==> src/rtl/slink_int_gpio_rx_ctrl_if.sv <==
// Link-to-app snapshot handshake between the flow-control state machine and the
// interrupt/GPIO consumer. Payload is {gpio, interrupt} with interrupts in the LSBs.
interface slink_int_gpio_rx_ctrl_if #(
  parameter int unsigned NUM_INTS  = 16,
  parameter int unsigned NUM_GPIOS = 8
) ();

  logic                          l2a_valid;
  logic                          l2a_accept;
  logic [NUM_INTS+NUM_GPIOS-1:0] l2a_data;

  modport master (
    output l2a_valid,
    output l2a_data,
    input  l2a_accept
  );

  modport slave (
    input  l2a_valid,
    input  l2a_data,
    output l2a_accept
  );

endinterface

==> src/rtl/slink_int_gpio_rx_ctrl.sv <==
// Consumes {gpio, interrupt} snapshots, tracks sticky/level interrupt status and a masked IRQ.
// Optional stale-link timer enabled by defining SLINK_INT_GPIO_RX_STALE_TIMER_EN.
module slink_int_gpio_rx_ctrl #(
  parameter int unsigned NUM_INTS     = 16,
  parameter int unsigned NUM_GPIOS    = 8,
  parameter int unsigned STALE_CYCLES = 1024
) (
  input  logic                 app_clk,
  input  logic                 app_reset,
  input  logic                 enable,
  slink_int_gpio_rx_ctrl_if.slave l2a,
  input  logic [NUM_INTS-1:0]  swi_int_edge_mode,
  input  logic [NUM_INTS-1:0]  swi_int_mask,
  input  logic [NUM_INTS-1:0]  swi_int_clear,
  output logic [NUM_INTS-1:0]  o_interrupt,
  output logic [NUM_GPIOS-1:0] o_gpio,
  output logic [NUM_INTS-1:0]  int_status,
  output logic                 irq,
  output logic                 gpio_change,
  output logic [15:0]          update_count,
  output logic                 link_stale
);

  typedef enum logic [1:0] {StIdle, StSync, StActive} state_e;

  state_e               state_q, state_d;
  logic [NUM_INTS-1:0]  int_q, int_d;
  logic [NUM_GPIOS-1:0] gpio_q, gpio_d;
  logic [NUM_INTS-1:0]  status_q, status_d;
  logic                 irq_q, irq_d;
  logic                 gchg_q, gchg_d;
  logic [15:0]          count_q, count_d;

  logic                 accept;
  logic                 transfer;
  logic [NUM_INTS-1:0]  new_int;
  logic [NUM_GPIOS-1:0] new_gpio;
  logic [NUM_INTS-1:0]  rise;

  assign accept   = (state_q != StIdle);
  assign transfer = l2a.l2a_valid && accept;
  assign new_int  = l2a.l2a_data[NUM_INTS-1:0];
  assign new_gpio = l2a.l2a_data[NUM_INTS +: NUM_GPIOS];

  always_comb begin
    state_d  = state_q;
    int_d    = int_q;
    gpio_d   = gpio_q;
    rise     = '0;
    gchg_d   = 1'b0;
    count_d  = count_q;
    irq_d    = |(status_q & ~swi_int_mask);

    unique case (state_q)
      StIdle:   state_d = StSync;
      StSync:   if (transfer) state_d = StActive;
      StActive: state_d = StActive;
      default:  state_d = StIdle;
    endcase

    if (transfer) begin
      int_d  = new_int;
      gpio_d = new_gpio;
      if (state_q == StActive) begin
        rise    = new_int & ~int_q;
        gchg_d  = (new_gpio != gpio_q);
        count_d = count_q + 16'd1;
      end else begin
        // First snapshot after enable is only a baseline.
        count_d = 16'd1;
      end
    end

    // Edge bits: a new rising edge beats a same-cycle clear. Level bits track post-update level.
    status_d = (swi_int_edge_mode & ((status_q & ~swi_int_clear) | rise))
             | (~swi_int_edge_mode & int_d);

    // Disable wins over everything, but a same-cycle transfer still updates the levels.
    if (!enable) begin
      state_d  = StIdle;
      status_d = '0;
      irq_d    = 1'b0;
      gchg_d   = 1'b0;
      count_d  = '0;
    end
  end

  always_ff @(posedge app_clk or posedge app_reset) begin
    if (app_reset) begin
      state_q  <= StIdle;
      int_q    <= '0;
      gpio_q   <= '0;
      status_q <= '0;
      irq_q    <= 1'b0;
      gchg_q   <= 1'b0;
      count_q  <= '0;
    end else begin
      state_q  <= state_d;
      int_q    <= int_d;
      gpio_q   <= gpio_d;
      status_q <= status_d;
      irq_q    <= irq_d;
      gchg_q   <= gchg_d;
      count_q  <= count_d;
    end
  end

`ifdef SLINK_INT_GPIO_RX_STALE_TIMER_EN
  localparam int unsigned StaleW = $clog2(STALE_CYCLES);
  localparam logic [StaleW-1:0] StaleMax = StaleW'(STALE_CYCLES - 1);

  logic [StaleW-1:0] stale_cnt_q, stale_cnt_d;
  logic              stale_q, stale_d;

  always_comb begin
    stale_cnt_d = stale_cnt_q;
    stale_d     = stale_q;
    if (state_q == StActive) begin
      if (transfer) begin
        stale_cnt_d = '0;
        stale_d     = 1'b0;
      end else if (stale_cnt_q == StaleMax) begin
        stale_d = 1'b1;
      end else begin
        stale_cnt_d = stale_cnt_q + 1'b1;
      end
    end
    if (!enable) begin
      stale_cnt_d = '0;
      stale_d     = 1'b0;
    end
  end

  always_ff @(posedge app_clk or posedge app_reset) begin
    if (app_reset) begin
      stale_cnt_q <= '0;
      stale_q     <= 1'b0;
    end else begin
      stale_cnt_q <= stale_cnt_d;
      stale_q     <= stale_d;
    end
  end

  assign link_stale = stale_q;
`else
  assign link_stale = 1'b0;
`endif

  assign l2a.l2a_accept = accept;
  assign o_interrupt    = int_q;
  assign o_gpio         = gpio_q;
  assign int_status     = status_q;
  assign irq            = irq_q;
  assign gpio_change    = gchg_q;
  assign update_count   = count_q;

endmodule

==> src/flat_wrapper.sv <==
// flat-port wrapper written by rule: the top's interface ports become plain ports
module slink_int_gpio_rx_ctrl_flat 
#(
  parameter int unsigned NUM_INTS     = 16,
  parameter int unsigned NUM_GPIOS    = 8,
  parameter int unsigned STALE_CYCLES = 1024
)
  (app_clk, app_reset, enable, swi_int_edge_mode, swi_int_mask, swi_int_clear, o_interrupt, o_gpio, int_status, irq, gpio_change, update_count, link_stale, l2a_l2a_valid, l2a_l2a_data, l2a_l2a_accept);
  slink_int_gpio_rx_ctrl_if #(.NUM_INTS(NUM_INTS), .NUM_GPIOS(NUM_GPIOS)) l2a_i ();
  input  logic app_clk;
  input  logic app_reset;
  input  logic enable;
  input  logic [NUM_INTS-1:0] swi_int_edge_mode;
  input  logic [NUM_INTS-1:0] swi_int_mask;
  input  logic [NUM_INTS-1:0] swi_int_clear;
  output logic [NUM_INTS-1:0] o_interrupt;
  output logic [NUM_GPIOS-1:0] o_gpio;
  output logic [NUM_INTS-1:0] int_status;
  output logic irq;
  output logic gpio_change;
  output logic [15:0] update_count;
  output logic link_stale;
  input wire logic [$bits(l2a_i.l2a_valid)-1:0] l2a_l2a_valid;
  input wire logic [$bits(l2a_i.l2a_data)-1:0] l2a_l2a_data;
  output wire logic [$bits(l2a_i.l2a_accept)-1:0] l2a_l2a_accept;
  assign l2a_i.l2a_valid = l2a_l2a_valid;
  assign l2a_i.l2a_data = l2a_l2a_data;
  assign l2a_l2a_accept = l2a_i.l2a_accept;
  slink_int_gpio_rx_ctrl #(.NUM_INTS(NUM_INTS), .NUM_GPIOS(NUM_GPIOS), .STALE_CYCLES(STALE_CYCLES)) u_core (.app_clk(app_clk), .app_reset(app_reset), .enable(enable), .l2a(l2a_i), .swi_int_edge_mode(swi_int_edge_mode), .swi_int_mask(swi_int_mask), .swi_int_clear(swi_int_clear), .o_interrupt(o_interrupt), .o_gpio(o_gpio), .int_status(int_status), .irq(irq), .gpio_change(gpio_change), .update_count(update_count), .link_stale(link_stale));
endmodule
==> config.mk <==
export PLATFORM = sky130hd
export DESIGN_NAME = slink_int_gpio_rx_ctrl_flat
export DESIGN_NICKNAME = d
export VERILOG_FILES = /design/src/rtl/slink_int_gpio_rx_ctrl_if.sv /design/src/rtl/slink_int_gpio_rx_ctrl.sv /design/src/flat_wrapper.sv
export SDC_FILE = /design/constraint.sdc
export NUM_CORES = 1
export LEC_CHECK = 0
export CORE_MARGIN = 2
export CORE_UTILIZATION = 30
export DETAILED_ROUTE_END_ITERATION = 12
export GPL_TIMING_DRIVEN = 0
export HOLD_SLACK_MARGIN = 0.03
export MAX_ROUTING_LAYER = met4
export SYNTH_ARGS = -nofsm -noshare
export SYNTH_HDL_FRONTEND = slang
export SYNTH_SLANG_ARGS = --single-unit
==> constraint.sdc <==
create_clock -name app_clk -period 3.8 [get_ports app_clk]
set_input_delay 1.14 -clock app_clk [delete_from_list [all_inputs] [get_ports app_clk]]
set_output_delay 1.14 -clock app_clk [all_outputs]
set_load 0.005 [all_outputs]
==> results of run 1 <==
==> logic make-up after synthesis <==
| group | count (synthesis) |
|---|---|
| and+or+nand+nor | 149 |
| buffers and inverters | 41 |
| muxes | 1 |
| AOI/OAI and AO/OA | 83 |
| other | 1 |
| adders and majority gates | 4 |
| DFF | 60 |
| xor gates and xnor gates | 16 |
==> sequential cells by signal, indices dropped and copies added (netlist names) <==
register             flops
u_core.o_gpio            8
u_core.irq               1
u_core.int_status       16
u_core.gpio_change       1
u_core.update_count     16
u_core.o_interrupt      16
u_core.state_q           2
==> power by group through the flow <==
| stage | registers [uW] | clock network (uW) | logic, uW |
|---|---|---|---|
| final | 958 | 495 | 1090 |
| after global routing | 984 | 544 | 1210 |
| after CTS | 959 | 509 | 1110 |
| after detailed placement | 969 | 0 | 1100 |
| after global placement | 965 | 0 | 1080 |
| after floorplan | 958 | 0 | 490 |
==> worst min-delay path, delay by kind of cell (launching register included) <==
kind / cells / cell delay, ns
and+or+nand+nor: 2 / 0.12
DFF: 1 / 0.38
==> synthesized netlist by cell type, drive strengths merged <==
library cell / count / share of area, %
clkbuf: 14 / 1.7
nand2b: 4 / 1.1
a21oi: 23 / 3.7
nor3: 2 / 0.32
a32o: 1 / 0.32
a31oi: 1 / 0.20
o21a: 1 / 0.24
o22a: 15 / 4.2
a2111oi: 4 / 1.7
nor4: 3 / 0.61
o211ai: 1 / 0.24
dfrtp: 60 / 48
mux2: 1 / 0.36
nand3: 24 / 3.9
nand2: 95 / 12
xnor2: 8 / 2.3
a221oi: 2 / 0.57
ha: 4 / 1.6
inv: 24 / 2.9
or3: 1 / 0.20
nand3b: 1 / 0.24
nand4: 5 / 1.5
nor2: 11 / 1.3
xor2: 8 / 2.3
o2111ai: 1 / 0.28
nor3b: 1 / 0.24
o22ai: 5 / 1.0
buf: 3 / 0.73
o211a: 2 / 0.65
nand4b: 1 / 0.28
a31o: 1 / 0.28
nor2b: 1 / 0.20
conb: 1 / 0.12
a211oi: 4 / 0.97
o21ai: 21 / 3.4
a2111o: 1 / 0.36
==> metrics by stage <==
stage               total power (uW)  cell area, um^2  utilization, %
CTS                             2575             4782           46.95
global placement                2047             4599           45.16
finish                          2544             4782           46.95
global route                    2737             4782           46.95
floorplan                       1448             3098               -
detailed placement              2070             4619           45.36
==> final cells by class <==
cell class | instances | area (um^2)
inverter | 24 | 90.09
buffer | 17 | 75.07
multi-input combinational | 254 | 1431
clock buffer | 14 | 152.6
timing repair buffer | 134 | 1351
tap | 136 | 170.2
clock inverter | 2 | 10.01
sequential | 60 | 1501
fill | 984 | 5403
==> worst max path at each step <==
stage	end	slack (ns)	start
finish	u_core.int_status[8]$_DFF_PP0_	1.02	l2a_l2a_valid
global route	u_core.int_status[0]$_DFF_PP0_	0.86	l2a_l2a_valid
CTS	u_core.int_status[8]$_DFF_PP0_	1.03	l2a_l2a_valid
detailed placement	u_core.int_status[8]$_DFF_PP0_	0.67	l2a_l2a_valid
global placement	u_core.int_status[4]$_DFF_PP0_	-0.13	app_reset
floorplan	u_core.gpio_change$_DFF_PP0_	1.18	app_reset
==> per-layer routing <==
layer / wire, um / vias to the layer above / GRT usage (%)
met5: 0 / - / -
met4: 112 / 0 / 5.357
met3: 688 / 11 / 3.834
met2: 4521 / 126 / 29.17
met1: 4427 / 1445 / 23.69
li1: - / 1506 / -
==> impl_metrics.yaml, run 1 <==
drt:
  drt_pass1_iterations: 4
  drt_wl_total_mm: 9.749
  vias_per_cell: 4.817
  postRouteAntennaNets: 0
  drc_errors: 0
  drt_iter0_drc: 182
  wl_per_cell_um: 15.21
  vias: 3088
sta:
  skew_ns: 0.01122
  period_share_pct: 73.10
  period_minus_slack_ns: 2.778
  worstMarginPinSlew_ns: 0.6602
  setup_violations: 0
  finalWorstSetupSlack_ns: 1.022
  max_freq_ghz: 0.3600
  hold_slack_ns: 0.5282
  rsz0062_at_grt: "false"
  slew_violations: 0
  tns_ns: 0
  slew_headroom_pct: 55.92
  hold_violations: 0
run:
  maxCapViolCount: 0
synth:
  muxShareOfSynthArea_pct: 0.3635
  synth_top_family_by_area: "simple AND/OR/NAND/NOR gates"
  syn-cell-area_um2: 3098
  synth_compound_area_share_pct: 18.21
  ys_seq_elements: 60
  synth_xor_area_share_pct: 4.523
  synthAdderAreaFrac_pct: 1.616
  yosys.area_share.simple_pct: 21.37
  syn-num-nets: 435
  seq_area_frac_synth_pct: 48.47
  syn_avg_cell_area_um2: 8.727
  ys_warn_count: 0
  ys_types: 41
  syn_inst: 355
cells_and_area:
  layout_common_cells: "133 x clkdlybuf4s50_1, 95 x nand2_1, 60 x dfrtp_1"
  nets: 580
  antenna_cells: 0
  drive_above_1_share_pct: 3.960
  areaGrowthSynthToFinish_pct: 54.36
  final_common_cell: "clkdlybuf4s50_1"
  fin_cells: 641
critical_path:
  start_kind: "input pin"
  worstReg2RegEnd: "u_core.int_status[8]$_DFF_PP0_"
  crit_path_end_kind: "flop"
  critPathMaxStageDelay_ns: 0.53
  critical_path.top_delay_family: "buffers and inverters"
  path_common_cell: "clkbuf_1"
  crit_cells: 6
  slowest_stage: "clkdlybuf4s50_1"
  crit_arrival_ns: 3.03
  r2r-start: "u_core.state_q[0]$_DFFE_PP0P_"
  reg2reg_setup_slack_ns: 1.69
  r2r_cells: 8
  crit_path_cell_trace: "clkdlybuf4s50_1 > nor2b_1 > clkbuf_1 > clkbuf_1 > nand3_1 > a21oi_1"
  cp.required_ns: 4.05
  critPathKind: "in2reg"
  worst-path-buf-inv: 3
  worstPathMaxFanout: 10
pwr:
  comb_power_share_pct: 42.9
  p_clk_share_pct: 19.5
  p_seq_share_pct: 37.7
  p_int_uw: 1638
  p_leak_uw: 0.001977
  p_per_area_nw_per_um2: 531.9
  switching_share_pct: 35.60
  max-vdd-ir-drop_uv: 265.7
  p_sw_uw: 905.5
floorplan:
  start_util_pct: 30.42
  pin_count: 136
  fp.dieArea_um2: 11160
  die_h_um: 105.6
  die_w_um: 105.6
  fp-row-count: 37
  coreArea_um2: 10180
place:
  dp.cells: 625
  dp_hpwl_mm: 7.253
  pre_cts_slack_ns: 0.6677
  io_buffer_count: 133
  gp_congestion: 0.8069
clocking:
  post_cts_resized: 0
  clockBufferDepth: 2
  cts.htree.levels: 3
  holdBufCountCts: 0
  cts-root-buf: "clkbuf_8"
  cts_tree: "yes"
  clk_latency_ns: 0.33
  cts_sinks: 60
  path_clk_slew_ns: 0.07
  post_cts_buffers: 0
  cts_buffers: 9
grt:
  first_global_vias: 3000
  track_usage_pct: 18.33
  grt_antenna_before_repair: 0
  grt.overflow.total: 0
  grt_max_degree: 33
  grt_pass1_wl_mm: 15.76
run_status:
  status: "finished, final reports clean"
min_path:
  min_to: "u_core.o_gpio[5]$_DFFE_PP0P_"
  min_path_cells: 2
  hp-class: "reg2reg"
  hold_start: "u_core.o_gpio[5]$_DFFE_PP0P_"
Note: power is estimated with default switching activity, not from simulation.
==> inputs of run 2 (changes only) <==
Clock period 3.8 ns to 2.3 ns, I/O delays scaled along.
==> run 2 against run 1 <==
Against the previous run:
- clock power is 65% higher
- via count about the same
- sequential share of layout area decreased by 0.082 points
- combinational power grew 67%
- clock-buffer cell count unchanged
- clock skew is 0.00099 ns lower
==> impl_metrics.yaml, run 2 (synthesized netlist as in run 1, its figures left out) <==
place:
  io_buffer_count: 133
  dp_hpwl_mm: 7.253
  gp_congestion: 0.8069
  dp.cells: 625
  place_area_um2: 4619
grt:
  grt_busiest_layer: "met2"
  grt_max_degree: 33
  use_met2_pct: 29.26
  use_met1_pct: 23.61
  first_global_vias: 3011
  track_usage_pct: 18.33
  use_met3_pct: 3.834
  grt.overflow.total: 0
  grt_pass1_wl_mm: 15.76
  grt_antenna_before_repair: 0
floorplan:
  fp-row-count: 37
  start_util_pct: 30.42
  fp.dieArea_um2: 11160
  die_w_um: 105.6
  pin_count: 136
  coreArea_um2: 10180
  die_h_um: 105.6
run_status:
  status: "finished, final reports clean"
sta:
  setup_violations: 0
  slew_violations: 0
  max_freq_ghz: 0.4648
  rsz0062_at_grt: "false"
  hold_violations: 0
  slew_headroom_pct: 55.84
  hold_slack_ns: 0.5282
  skew_ns: 0.01024
  period_share_pct: 93.54
  worstMarginPinSlew_ns: 0.6615
  period_minus_slack_ns: 2.151
drt:
  postRouteAntennaNets: 0
  drt_iter0_drc: 159
  drc_errors: 0
  wl_per_cell_um: 15.16
  vias: 3091
  drt_pass1_iterations: 5
  drt_wl_total_mm: 9.719
  vias_per_cell: 4.822
cells_and_area:
  fin_cells: 641
  final_common_cell: "clkdlybuf4s50_1"
  drive_above_1_share_pct: 4.950
  layout_common_cells: "132 x clkdlybuf4s50_1, 95 x nand2_1, 60 x dfrtp_1"
  final_util_pct: 47.08
  antenna_cells: 0
  fin_area_um2: 4795
  nets: 580
  areaGrowthSynthToFinish_pct: 54.77
  num-fill-cells: 984
critical_path:
  cp.required_ns: 2.56
  r2r-start: "u_core.state_q[1]$_DFFE_PP0P_"
  start_kind: "input pin"
  crit_arrival_ns: 2.41
  crit_path_end_kind: "flop"
  worstPathMaxFanout: 10
  critPathKind: "in2reg"
  worstSetupStartpoint: "l2a_l2a_valid"
clocking:
  path_clk_slew_ns: 0.06
  clk_latency_ns: 0.33
  cts_buffers: 9
  cts_tree: "yes"
  cts_sinks: 60
  cts-root-buf: "clkbuf_8"
  cts.htree.levels: 3
  clockBufferDepth: 2
min_path:
  hp-class: "reg2reg"
  hold_start: "u_core.o_gpio[5]$_DFFE_PP0P_"
pwr:
  finalPower_uw: 4209
  max-vdd-ir-drop_uv: 438.3
  p_leak_uw: 0.002000
  p_per_area_nw_per_um2: 877.9
run:
  maxCapViolCount: 0
## run 2: worst max-delay path, stage by stage
cell             delay [ns]
clkdlybuf4s50_1        0.53
nor2b_1                0.15
clkbuf_1               0.36
clkbuf_1               0.49
nand2_1                0.11
nand2_1                0.07
## run 2: worst paths after layout
path                                                      end  slack (ns)  cells past startpoint
setup reg to reg               u_core.int_status[7]$_DFF_PP0_        0.36                      7
hold reg to reg                  u_core.o_gpio[5]$_DFFE_PP0P_        0.53                      2
min in group asynchronous  u_core.update_count[5]$_DFFE_PP0P_        0.77                      2
hold / removal                   u_core.o_gpio[5]$_DFFE_PP0P_        0.53                      2
max in group asynchronous     u_core.o_interrupt[1]$_DFF_PP0_        0.91                      3
setup / recovery              u_core.o_interrupt[2]$_DFF_PP0_        0.15                      6
## run 2: layer usage
| layer | vias up | part of all wire (%) |
|---|---|---|
| li1 | 1511 | - |
| met1 | 1449 | 46 |
| met2 | 121 | 46 |
| met3 | 10 | 6.7 |
| met4 | 0 | 1.1 |
| met5 | - | 0 |
## run 2: cell type report
| type | count | area, um^2 | area share, % |
|---|---|---|---|
| buffer | 16 | 75.07 | 1.566 |
| clock buffer | 14 | 152.6 | 3.184 |
| clock inverter | 2 | 10.01 | 0.2088 |
| inverter | 24 | 90.09 | 1.879 |
| multi-input combinational | 254 | 1434 | 29.91 |
| sequential | 60 | 1501 | 31.32 |
| tap | 136 | 170.2 | 3.549 |
| timing repair buffer | 135 | 1361 | 28.39 |
## run 2: stage by stage
stage | setup TNS (ns) | setup slack (ns)
2_1_floorplan | 0 | 0.1253
5_1_grt | 0 | 0.01381
4_1_cts | 0 | 0.03246
3_3_place_gp | -81.06 | -1.177
3_5_place_dp | -11.36 | -0.3823
6_report | 0 | 0.1486
## run 2: timing repair
item / 4_1_cts / 5_1_grt
setup buffers: 1 / 0
endpoints found under the setup margin: 7 / 5
gates resized for setup: 2 / 4
pin swaps: 0 / 0
hold buffers: 0 / 0
## run 2: power breakdown
| part | internal, uW | switching, uW |
|---|---|---|
| logic | 954 | 861 |
| clock network | 419 | 396 |
| registers | 1340 | 234 |
